==> config.mk <==
export PLATFORM = sky130hd
export DESIGN_NAME = top
export DESIGN_NICKNAME = d
export VERILOG_FILES = /design/src/rtl/top.sv
export SDC_FILE = /design/constraint.sdc
export NUM_CORES = 1
export LEC_CHECK = 0
export BUFFER_PORTS_ARGS = -buffer_cell sky130_fd_sc_hd__buf_2
export CAP_MARGIN = 20
export CORE_MARGIN = 5
export CORE_UTILIZATION = 54
export DETAILED_ROUTE_END_ITERATION = 10
export GPL_TIMING_DRIVEN = 0
export PLACE_DENSITY_LB_ADDON = 0.05
export SYNTH_ARGS = -nofsm -noshare
export SYNTH_HDL_FRONTEND = slang
export SYNTH_SLANG_ARGS = --single-unit
==> constraint.sdc <==
create_clock -name CLK -period 2.2 [get_ports CLK]
set_clock_uncertainty 0.2 [all_clocks]
set_input_delay 0.22 -clock CLK [delete_from_list [all_inputs] [get_ports CLK]]
set_output_delay 0.22 -clock CLK [all_outputs]
set_load 0.02 [all_outputs]
==> src/rtl/top.sv <==
// top: 8-bit counter stepped by SW on each prescaler tick, shown as two hex digits on a multiplexed 7-segment display.
// Define SIM_FAST_CLK_EN to force a 4-bit prescaler and 2-bit mux divider for fast simulation.
module top #(
    parameter int PRESCALE_BITS = 24,
    parameter int MUX_BITS = 10
) (
    input logic CLK,
    input logic RST_N,
    input logic [3:0] SW,
    output logic LED_USER,
    output logic [6:0] ssd_anode,
    output logic ssd_cathode
);
`ifdef SIM_FAST_CLK_EN
    localparam int PB = 4;
    localparam int MB = 2;
`else
    localparam int PB = PRESCALE_BITS;
    localparam int MB = MUX_BITS;
`endif
    logic [PB-1:0] pre;
    logic [MB-1:0] mux;
    logic [7:0] count;
    logic sel;
    logic tick;
    logic mux_wrap;
    logic [3:0] nib;
    logic [6:0] seg;
    assign tick = &pre;
    assign mux_wrap = &mux;
    assign nib = sel ? count[7:4] : count[3:0];
    always_comb begin
        case (nib)
            4'h0: seg = 7'h3F;
            4'h1: seg = 7'h06;
            4'h2: seg = 7'h5B;
            4'h3: seg = 7'h4F;
            4'h4: seg = 7'h66;
            4'h5: seg = 7'h6D;
            4'h6: seg = 7'h7D;
            4'h7: seg = 7'h07;
            4'h8: seg = 7'h7F;
            4'h9: seg = 7'h6F;
            4'hA: seg = 7'h77;
            4'hB: seg = 7'h7C;
            4'hC: seg = 7'h39;
            4'hD: seg = 7'h5E;
            4'hE: seg = 7'h79;
            default: seg = 7'h71;
        endcase
    end
    // SW reaches only count, so no combinational path exists from SW to the pins
    always_ff @(posedge CLK) begin
        if (!RST_N) begin
            pre <= '0;
            mux <= '0;
            count <= 8'd0;
            sel <= 1'b0;
            LED_USER <= 1'b0;
            ssd_anode <= 7'h3F;
            ssd_cathode <= 1'b0;
        end else begin
            pre <= pre + 1'b1;
            mux <= mux + 1'b1;
            count <= tick ? count + {4'd0, SW} : count;
            LED_USER <= LED_USER ^ tick;
            sel <= sel ^ mux_wrap;
            ssd_anode <= seg;
            ssd_cathode <= sel;
        end
    end
endmodule

==> results.cfg, run 1 <==
[timing]
setup_viol = 0
fmax_mhz = 486
layout_min_cycle_time_ns = 2.06
worstMarginPinSlew_ns = 0.545
layout_worst_path_cycle_share_pct = 93.5
rsz0062_at_grt = false
final_max_slew_viol_count = 0
hold_viol_final = 0
maxSlewHeadroom_pct = 63.5
timing.final.ws_setup_ns = 0.144

[logic_synthesis]
synth_simple_gate_area_share_pct = 22.6
synth_top_family_by_area = simple AND/OR/NAND/NOR gates
synth-compound-area-share_pct = 7.61
syn_nets = 279
yosysMostFrequentCell = dfxtp_1
synth_area_leaders = dfxtp_1, xor2_1, ha_1
synth_mux_area_share_pct = 4.33
yosysSeqAreaShare_pct = 43.4
ys_ff_latch = 52
synthDistinctLibCells = 32
yosys.area.top_type_share_pct = 43.4
synth-warning-count = 0
async_reset_ff_share_pct = 0
synth_xor_area_share_pct = 11.7
synthCells = 259
yosys-top-cells-count = dfxtp_1, nor2_1, xor2_1, nand3_1, and3_1
ys.flop_type = dfxtp_1
syn_area_um2 = 2400
synth-adder-area-share_pct = 7.61
syn_area_per_cell_um2 = 9.27
synth_edf_count = 0
yosys.area.top_type = dfxtp_1

[clocking]
cts_tree = done
path_clk_slew_ns = 0.09
htree_num_levels = 2
clock-root-buffer = clkbuf_8
clk-insertion-delay-late_ns = 0.30
cts_buffer_depth = 2
cts_inserted_buffers = 5
clock-sinks = 52

[setup_path]
crit_type = register to register
arrival_ns = 2.10
cp.required_ns = 2.24
path_max_fanout = 3
start_kind = register
end_kind = register

[detailed_routing]
drt-initial-drc-count = 50
wl_um = 4250
first_pass_iters = 4
avgRoutedWirePerCell_um = 12.8
drc = 0
vias_per_cell = 5.29
final_antenna_net_count = 0
vias = 1761

[placement]
detailed_place.area_um2 = 2540
dp_slack_ns = -0.169
port_buffers = 14
dp_hpwl_um = 3090
place_congestion = 0.788

[cells_and_area]
multi_input_comb_area_um2 = 1310
antenna-diode-count = 0
regArea_um2 = 1040
fill_cells = 393
area_delta_synth_final_pct = 11.2
drive_gt1_share_pct = 11.7
num-nets-final = 300
final_area_um2 = 2670

[power]
peakVddDrop_mv = 0.334
p_comb_share_pct = 2.8
pwr-share-clk_pct = 38.9
sw_frac_of_total_pct = 20.6
p_seq_share_pct = 58.3
p_int_mw = 1.30
p_switching_mw = 0.338
pwr_density_cell_nw_per_um2 = 615
leakagePower_nw = 1.11

[grt]
grt_overflow = 0
grt_pass1_vias = 1767
antenna_found_initial = 0
grt_first_pass_wirelength_um = 7850
grt_max_degree = 16
track_usage_pct = 16.0

[die]
die_y_um = 76.7
die_w_um = 76.7
row_count = 24
start_util_pct = 55.5
core_area_um2 = 4320
pin_count = 15
die_area_um2 = 5880

[job]
drv_cap = 0

[min_path]
hold_path_class = primary input to register

[status]
outcome = finished clean
repair_timing:
item | 4_1_cts | 5_1_grt
setup buffers | 0 | 1
hold buffers | 0 | 0
resized for setup | 1 | 4
pin swaps | 1 | 1
setup endpoints to repair | 5 | 7
flip-flops by register name, indices dropped and copies added (netlist names):
signal and cells:
ssd_anode 7, pre 24, mux 10, ssd_cathode 1
LED_USER 1, sel 1, count 8
layout make-up:
cell class / instances / area share [%]
multi-input cells: 193 / 49.1
flip-flops and latches: 52 / 39.1
repair buffers: 15 / 2.91
clock buffers: 6 / 2.72
well taps: 52 / 2.44
plain buffers: 8 / 1.69
clock inverters: 2 / 1.31
inverters: 5 / 0.703
cell families (layout without fill, tap and decap cells):
family | Yosys count | in the layout
muxes | 10 | 10
DFF | 52 | 52
and+or+nand+nor | 107 | 107
adders and majority gates | 14 | 14
xor gates and xnor gates | 32 | 32
buffers and inverters | 14 | 36
AOI/OAI and AO/OA | 30 | 30
per-layer routing:
layer	share of wire [%]	global-route usage (%)
met1	50	20.3
met2	45	26.0
met3	2.5	3.98
met4	1.8	5.94
met5	0	0
layout by cell type (no fill, tap or decap), types with 2 or more instances in the layout:
| cell | n |
|---|---|
| a211oi_1 | 4 |
| a21o_1 | 2 |
| a21oi_1 | 10 |
| and2_1 | 5 |
| and3_1 | 15 |
| buf_2 | 14 |
| buf_6 | 2 |
| clkbuf_1 | 7 |
| clkbuf_8 | 5 |
| dfxtp_1 | 51 |
| ha_1 | 13 |
| inv_1 | 4 |
| mux2_2 | 3 |
| mux2i_1 | 6 |
| nand2_1 | 10 |
| nand3_1 | 16 |
| nand4_1 | 6 |
| nor2_1 | 43 |
| o21ai_0 | 8 |
| o31ai_1 | 3 |
| or3_1 | 3 |
| or4_1 | 3 |
| xnor2_1 | 9 |
| xor2_1 | 23 |
power groups by stage:
stage | Sequential (mW) | Combinational, mW | Clock [mW]
finish | 0.957 | 0.0463 | 0.639
global route | 0.959 | 0.0534 | 0.712
CTS | 0.958 | 0.0473 | 0.665
detailed placement | 0.980 | 0.0472 | 0
global placement | 0.979 | 0.0448 | 0
floorplan | 0.978 | 0.0301 | 0
path summary, 6_finish.rpt:
check                   startpoint  slack, ns                    end  cells past startpoint
min                          RST_N       0.03  count[7]$_SDFFE_PN0P_                      3
max          count[0]$_SDFFE_PN0P_       0.14  count[6]$_SDFFE_PN0P_                      7
min reg2reg      mux[0]$_SDFF_PN0_       0.26      mux[0]$_SDFF_PN0_                      1
max reg2reg  count[0]$_SDFFE_PN0P_       0.14  count[6]$_SDFFE_PN0P_                      7
critical path, stage by stage (launching register included):
cell and delay [ns]:
dfxtp_1 0.41, ha_1 0.24, fa_1 0.24, a21o_1 0.13
a21oi_1 0.08, nand2b_1 0.16, or4_1 0.39, a21oi_1 0.14
stage by stage:
| stage | hold WS [ns] | std cells | util [%] | setup TNS (ns) | power [mW] |
|---|---|---|---|---|---|
| 2_1_floorplan | 0.182 | 259 | - | 0 | 1.01 |
| 3_3_place_gp | 0.225 | 325 | 58.7 | -0.294 | 1.02 |
| 3_5_place_dp | 0.236 | 325 | 58.7 | -0.344 | 1.03 |
| 4_1_cts | 0.0185 | 332 | 61.1 | 0 | 1.67 |
| 5_1_grt | 0.0407 | 333 | 61.7 | 0 | 1.72 |
| 6_report | 0.0283 | 333 | 61.7 | 0 | 1.64 |
Note: power is estimated with default switching activity, not from simulation.
==> run 2, diff against run 1 <==
--- a/config.mk
+++ b/config.mk
@@ -5,7 +5,8 @@
 export SDC_FILE = /design/constraint.sdc
 export NUM_CORES = 1
 export LEC_CHECK = 0
-export BUFFER_PORTS_ARGS = -buffer_cell sky130_fd_sc_hd__buf_2
+export ABC_CLOCK_PERIOD_IN_PS = 2200
+export BUFFER_PORTS_ARGS = -buffer_cell sky130_fd_sc_hd__clkbuf_2
 export CAP_MARGIN = 20
 export CORE_MARGIN = 5
 export CORE_UTILIZATION = 54
==> run 2 against run 1 <==
Compared with the run above:
- power fell by 5.3%
- count of clock-buffer cells in the layout unchanged
- largest cell class unchanged
- largest power group unchanged
- sequential power about the same
- final cell count is the same
- register-to-register slack is essentially flat
- combinational power decreased by 0.9%
- critical endpoint is now ssd_anode[3]$_SDFF_PN1_
==> results.cfg, run 2 (same netlist as run 1, synthesis figures left out) <==
[job]
drv_cap = 0

[clocking]
clock-sinks = 52
path_clk_slew_ns = 0.09
ctsHoldBuffers = 0
cts_tree = done
clock-root-buffer = clkbuf_8
clk-insertion-delay-late_ns = 0.30
cts_inserted_buffers = 5
htree_num_levels = 2
cts_buffer_depth = 2

[setup_path]
arrival_ns = 2.03
r2r-end = ssd_anode[3]$_SDFF_PN1_
crit-reg2reg-launch = sel$_SDFF_PN0_
path_max_fanout = 7
path_buf_inv = 1
end_kind = register
start_kind = register
worstRegToRegCells = 7
cpPeakStageDelay_ns = 0.46
cp.required_ns = 2.17
crit_type = register to register
r2r_slack_ns = 0.14
path_cells = mux2_2 -> inv_1 -> ha_1 -> nor2_1 -> a21oi_1 -> o21ai_0 -> nand2_1
crit_slowest_cell = dfxtp_2
path_delay_family = flip-flops

[timing]
setup_tns_ns = 0
final_max_slew_viol_count = 0
fmax_mhz = 486
hold_viol_final = 0
layout_min_cycle_time_ns = 2.06
setup_viol = 0
rsz0062_at_grt = false
worstMarginPinSlew_ns = 0.566
layout_worst_path_cycle_share_pct = 93.5
maxSlewHeadroom_pct = 62.2

[power]
leakagePower_nw = 1.11
pwr_density_cell_nw_per_um2 = 588
finalPower_mw = 1.56
peakVddDrop_mv = 0.315

[cells_and_area]
num-nets-final = 300
layout_common_cells = dfxtp_1, nor2_1, xor2_1
area_delta_synth_final_pct = 10.2
layout_commonest_cell = dfxtp_1
largest_reg_flops = 24
final_util_pct = 61.2
fill_cells = 395
final_cells = 333
antenna-diode-count = 0
top_register = pre
drive_gt1_share_pct = 11.7
top_regs = pre (24), mux (10), count (8)

[detailed_routing]
drc = 0
drt-initial-drc-count = 63
avgRoutedWirePerCell_um = 12.4
wl_um = 4140
final_antenna_net_count = 0
vias_per_cell = 5.32
vias = 1772
first_pass_iters = 4

[grt]
track_usage_pct = 15.4
antenna_found_initial = 0
grt_max_degree = 16
grt_first_pass_wirelength_um = 7600
grt_overflow = 0
grt_pass1_vias = 1710

[placement]
placed_cells = 325
place_congestion = 0.796
port_buffers = 14
dp_hpwl_um = 2980

[min_path]
hold_path_class = primary input to register
whs_path_depth = 3
min-delay-start = RST_N
hold_path_end = count[7]$_SDFFE_PN0P_

[die]
die_y_um = 76.7
die_area_um2 = 5880
die_w_um = 76.7
row_count = 24
pin_count = 15
start_util_pct = 55.5
core_area_um2 = 4320

[status]
outcome = finished clean
## run 2: cell types whose count changed in the layout (fill, tap and decap cells not counted)
cell       previous run  this run
buf_2                14         0
clkbuf_2              0        14
bufinv_16             1         0
clkbuf_1              7         6
clkbuf_8              5         6
clkinv_2              1         2
dfxtp_2               0         1
dfxtp_4               1         0
nand3_1              16        17
nand3_2               1         0
## run 2: worst min-delay path, cell delays in order
cell	delay, ns
clkbuf_2	0.09
clkinv_1	0.11
a21oi_1	0.05
## run 2: worst max path at each step
| stage | to | start | slack [ns] | cells past startpoint |
|---|---|---|---|---|
| 3_5_place_dp | ssd_anode[6]$_SDFF_PN0_ | sel$_SDFF_PN0_ | -0.21 | 8 |
| 2_1_floorplan | ssd_anode[6]$_SDFF_PN0_ | sel$_SDFF_PN0_ | 0.09 | 8 |
| 4_1_cts | count[7]$_SDFFE_PN0P_ | pre[0]$_SDFF_PN0_ | 0.007 | 6 |
| 6_report | ssd_anode[3]$_SDFF_PN1_ | sel$_SDFF_PN0_ | 0.14 | 7 |
| 3_3_place_gp | ssd_anode[6]$_SDFF_PN0_ | sel$_SDFF_PN0_ | -0.15 | 8 |
| 5_1_grt | count[4]$_SDFFE_PN0P_ | pre[0]$_SDFF_PN0_ | 0.003 | 7 |
## run 2: what timing repair did
item,in CTS,in global routing
setup buffers,0,1
pin swaps,1,1
gates resized for setup,2,1
setup endpoints to repair,6,5
## run 2: final cells by class
type                       instances  area (um^2)  share of cell area (%)
multi-input combinational        193         1310                    49.3
inverter                           5         18.8                   0.709
buffer                             8         45.0                    1.70
clock inverter                     2         10.0                   0.378
timing repair buffer              15         77.6                    2.93
clock buffer                       6         82.6                    3.12
tap                               52         65.1                    2.46
sequential                        52         1040                    39.4
## run 2: metrics by stage
step	instance area (um^2)	hold slack, ns	worst slack (ns)
2_1_floorplan	2400	0.182	0.0931
3_3_place_gp	2540	0.224	-0.148
3_5_place_dp	2540	0.243	-0.207
4_1_cts	2630	0.0253	0.00745
5_1_grt	2650	0.0361	0.00328
6_report	2650	0.0207	0.144
## run 2: power by group
group | internal [mW] | leakage (nW) | switching (mW)
combinational | 0.0173 | 0.638 | 0.0285
clock | 0.251 | 0.0510 | 0.300
sequential | 0.950 | 0.421 | 0.00829
## run 2: routing by layer
metal  vias up  GRT usage (%)  wire length, um
li1        927              -                -
met1       816           19.8             2000
met2        24           25.0             1920
met3         5           3.51              157
met4         0           5.77               59
met5         -              0                0
==> run 3, diff against run 2 <==
--- a/config.mk
+++ b/config.mk
@@ -5,11 +5,12 @@
 export SDC_FILE = /design/constraint.sdc
 export NUM_CORES = 1
 export LEC_CHECK = 0
-export ABC_CLOCK_PERIOD_IN_PS = 2200
 export BUFFER_PORTS_ARGS = -buffer_cell sky130_fd_sc_hd__clkbuf_2
 export CAP_MARGIN = 20
+export CELL_PAD_IN_SITES_DETAIL_PLACEMENT = 1
+export CELL_PAD_IN_SITES_GLOBAL_PLACEMENT = 1
 export CORE_MARGIN = 5
-export CORE_UTILIZATION = 54
+export CORE_UTILIZATION = 42
 export DETAILED_ROUTE_END_ITERATION = 10
 export GPL_TIMING_DRIVEN = 0
 export PLACE_DENSITY_LB_ADDON = 0.05
==> run 3 against run 2 <==
Compared with the run above:
- largest power group unchanged
- die area rose by 25%
- clock power rose by 1%
- global-route usage fell by 1.1 points
- count of clock-buffer cells in the layout rose by 2
- largest cell class unchanged
- cell area rose by 1.7%
- via count rose by 2.4%
==> results.cfg, run 3 (same netlist as run 1, synthesis figures left out) <==
[power]
peakVddDrop_mv = 0.272
pwr_density_cell_nw_per_um2 = 580
leakagePower_nw = 1.11
finalPower_mw = 1.56

[timing]
layout_worst_path_cycle_share_pct = 94.1
maxSlewHeadroom_pct = 59.5
layout_min_cycle_time_ns = 2.07
setup_viol = 0
final_max_slew_viol_count = 0
setup_tns_ns = 0
rsz0062_at_grt = false
hold_viol_final = 0
fmax_mhz = 483
worstMarginPinSlew_ns = 0.605

[setup_path]
crit_slowest_cell = or4_1
arrival_ns = 2.10
end_kind = register
path_cells = and4_4 -> and3_1 -> buf_6 -> nand4_4 -> or4_1 -> a21oi_1
start_kind = register
crit_type = register to register
path_max_fanout = 9
cpPeakStageDelay_ns = 0.52
cp.required_ns = 2.23

[die]
start_util_pct = 43.3
row_count = 27
core_area_um2 = 5540
die_w_um = 85.6
die_y_um = 85.6
die_area_um2 = 7330
pin_count = 15

[grt]
grt_first_pass_wirelength_um = 8600
grt_pass1_vias = 1954
antenna_found_initial = 0
track_usage_pct = 14.3
grt_max_degree = 15
grt_overflow = 0

[detailed_routing]
vias_per_cell = 5.11
final_antenna_net_count = 0
drt-initial-drc-count = 56
avgRoutedWirePerCell_um = 13.6
drc = 0
first_pass_iters = 4
wl_um = 4840
vias = 1814

[job]
drv_cap = 0

[clocking]
clock-sinks = 52
cts_tree = done
clock-root-buffer = clkbuf_8
path_clk_slew_ns = 0.09
cts_buffer_depth = 2
ctsHoldBuffers = 0
htree_num_levels = 2
clk-insertion-delay-late_ns = 0.30
cts_inserted_buffers = 5

[cells_and_area]
final_area_um2 = 2690
drive_gt1_share_pct = 12.4
top_register = pre
fill_cells = 684
antenna-diode-count = 0
layout_commonest_cell = dfxtp_1
regArea_um2 = 1050
largest_reg_flops = 24
multi_input_comb_area_um2 = 1310
layout_common_cells = dfxtp_1, nor2_1, xor2_1
top_regs = pre (24), mux (10), count (8)
num-nets-final = 302
area_delta_synth_final_pct = 12.0

[placement]
port_buffers = 14
place_congestion = 0.756
dp_hpwl_um = 3410
detailed_place.area_um2 = 2560

[status]
outcome = finished clean

[min_path]
hold_path_class = primary input to register
[run 3: changes by cell type in the layout (fill, tap and decap cells not counted), sizes merged]
cell    change
clkbuf      +2
buf         +2
clkinv      -2
[run 3: layout make-up]
cell class | count | share of cell area, %
plain buffers | 8 | 1.67
flip-flops and latches | 52 | 38.9
multi-input cells | 193 | 48.6
well taps | 72 | 3.35
clock buffers | 8 | 3.35
repair buffers | 17 | 3.44
inverters | 5 | 0.698
[run 3: routing by layer]
metal	GRT usage [%]	vias up	share of wire, %
li1	-	929	-
met1	17.9	861	50
met2	24.5	17	47
met3	3.27	7	2.2
met4	4.32	0	1.2
met5	0	-	0
[run 3: critical path: cells and delay by family, from the launching register on]
kind	cells	cell delay [ns]
buffers and inverters	1	0.14
and+or+nand+nor	4	1.09
DFF	1	0.41
AOI/OAI and AO/OA	1	0.15
[run 3: worst paths after layout]
path         cells past startpoint         startpoint                    end  slack, ns
max                              6  pre[8]$_SDFF_PN0_  count[7]$_SDFFE_PN0P_       0.13
max reg2reg                      6  pre[8]$_SDFF_PN0_  count[7]$_SDFFE_PN0P_       0.13
min reg2reg                      1  mux[0]$_SDFF_PN0_      mux[0]$_SDFF_PN0_       0.26
min                              3              RST_N  count[7]$_SDFFE_PN0P_       0.01
[run 3: where the power goes]
part,internal [mW],total [mW],switching (mW)
clock,0.257,0.557,0.300
combinational,0.0170,0.0459,0.0290
sequential,0.948,0.957,0.00848
total,1.22,1.56,0.338
[run 3: timing repair]
action / CTS / global route
endpoints found under the hold margin: 0 / 0
setup buffers: 1 / 2
gates resized for setup: 3 / 3
pin swaps: 1 / 0
gates cloned: 0 / 0
endpoints found under the setup margin: 10 / 2
[run 3: stage by stage]
stage	setup slack (ns)	hold slack, ns	util (%)	cells
final	0.131	0.0142	48.6	355
after detailed placement	-0.282	0.240	46.2	345
after global routing	0.0194	0.0451	48.6	355
after CTS	0.112	0.0115	48.2	353
after global placement	-0.254	0.227	46.2	345
after floorplan	0.0931	0.182	-	259
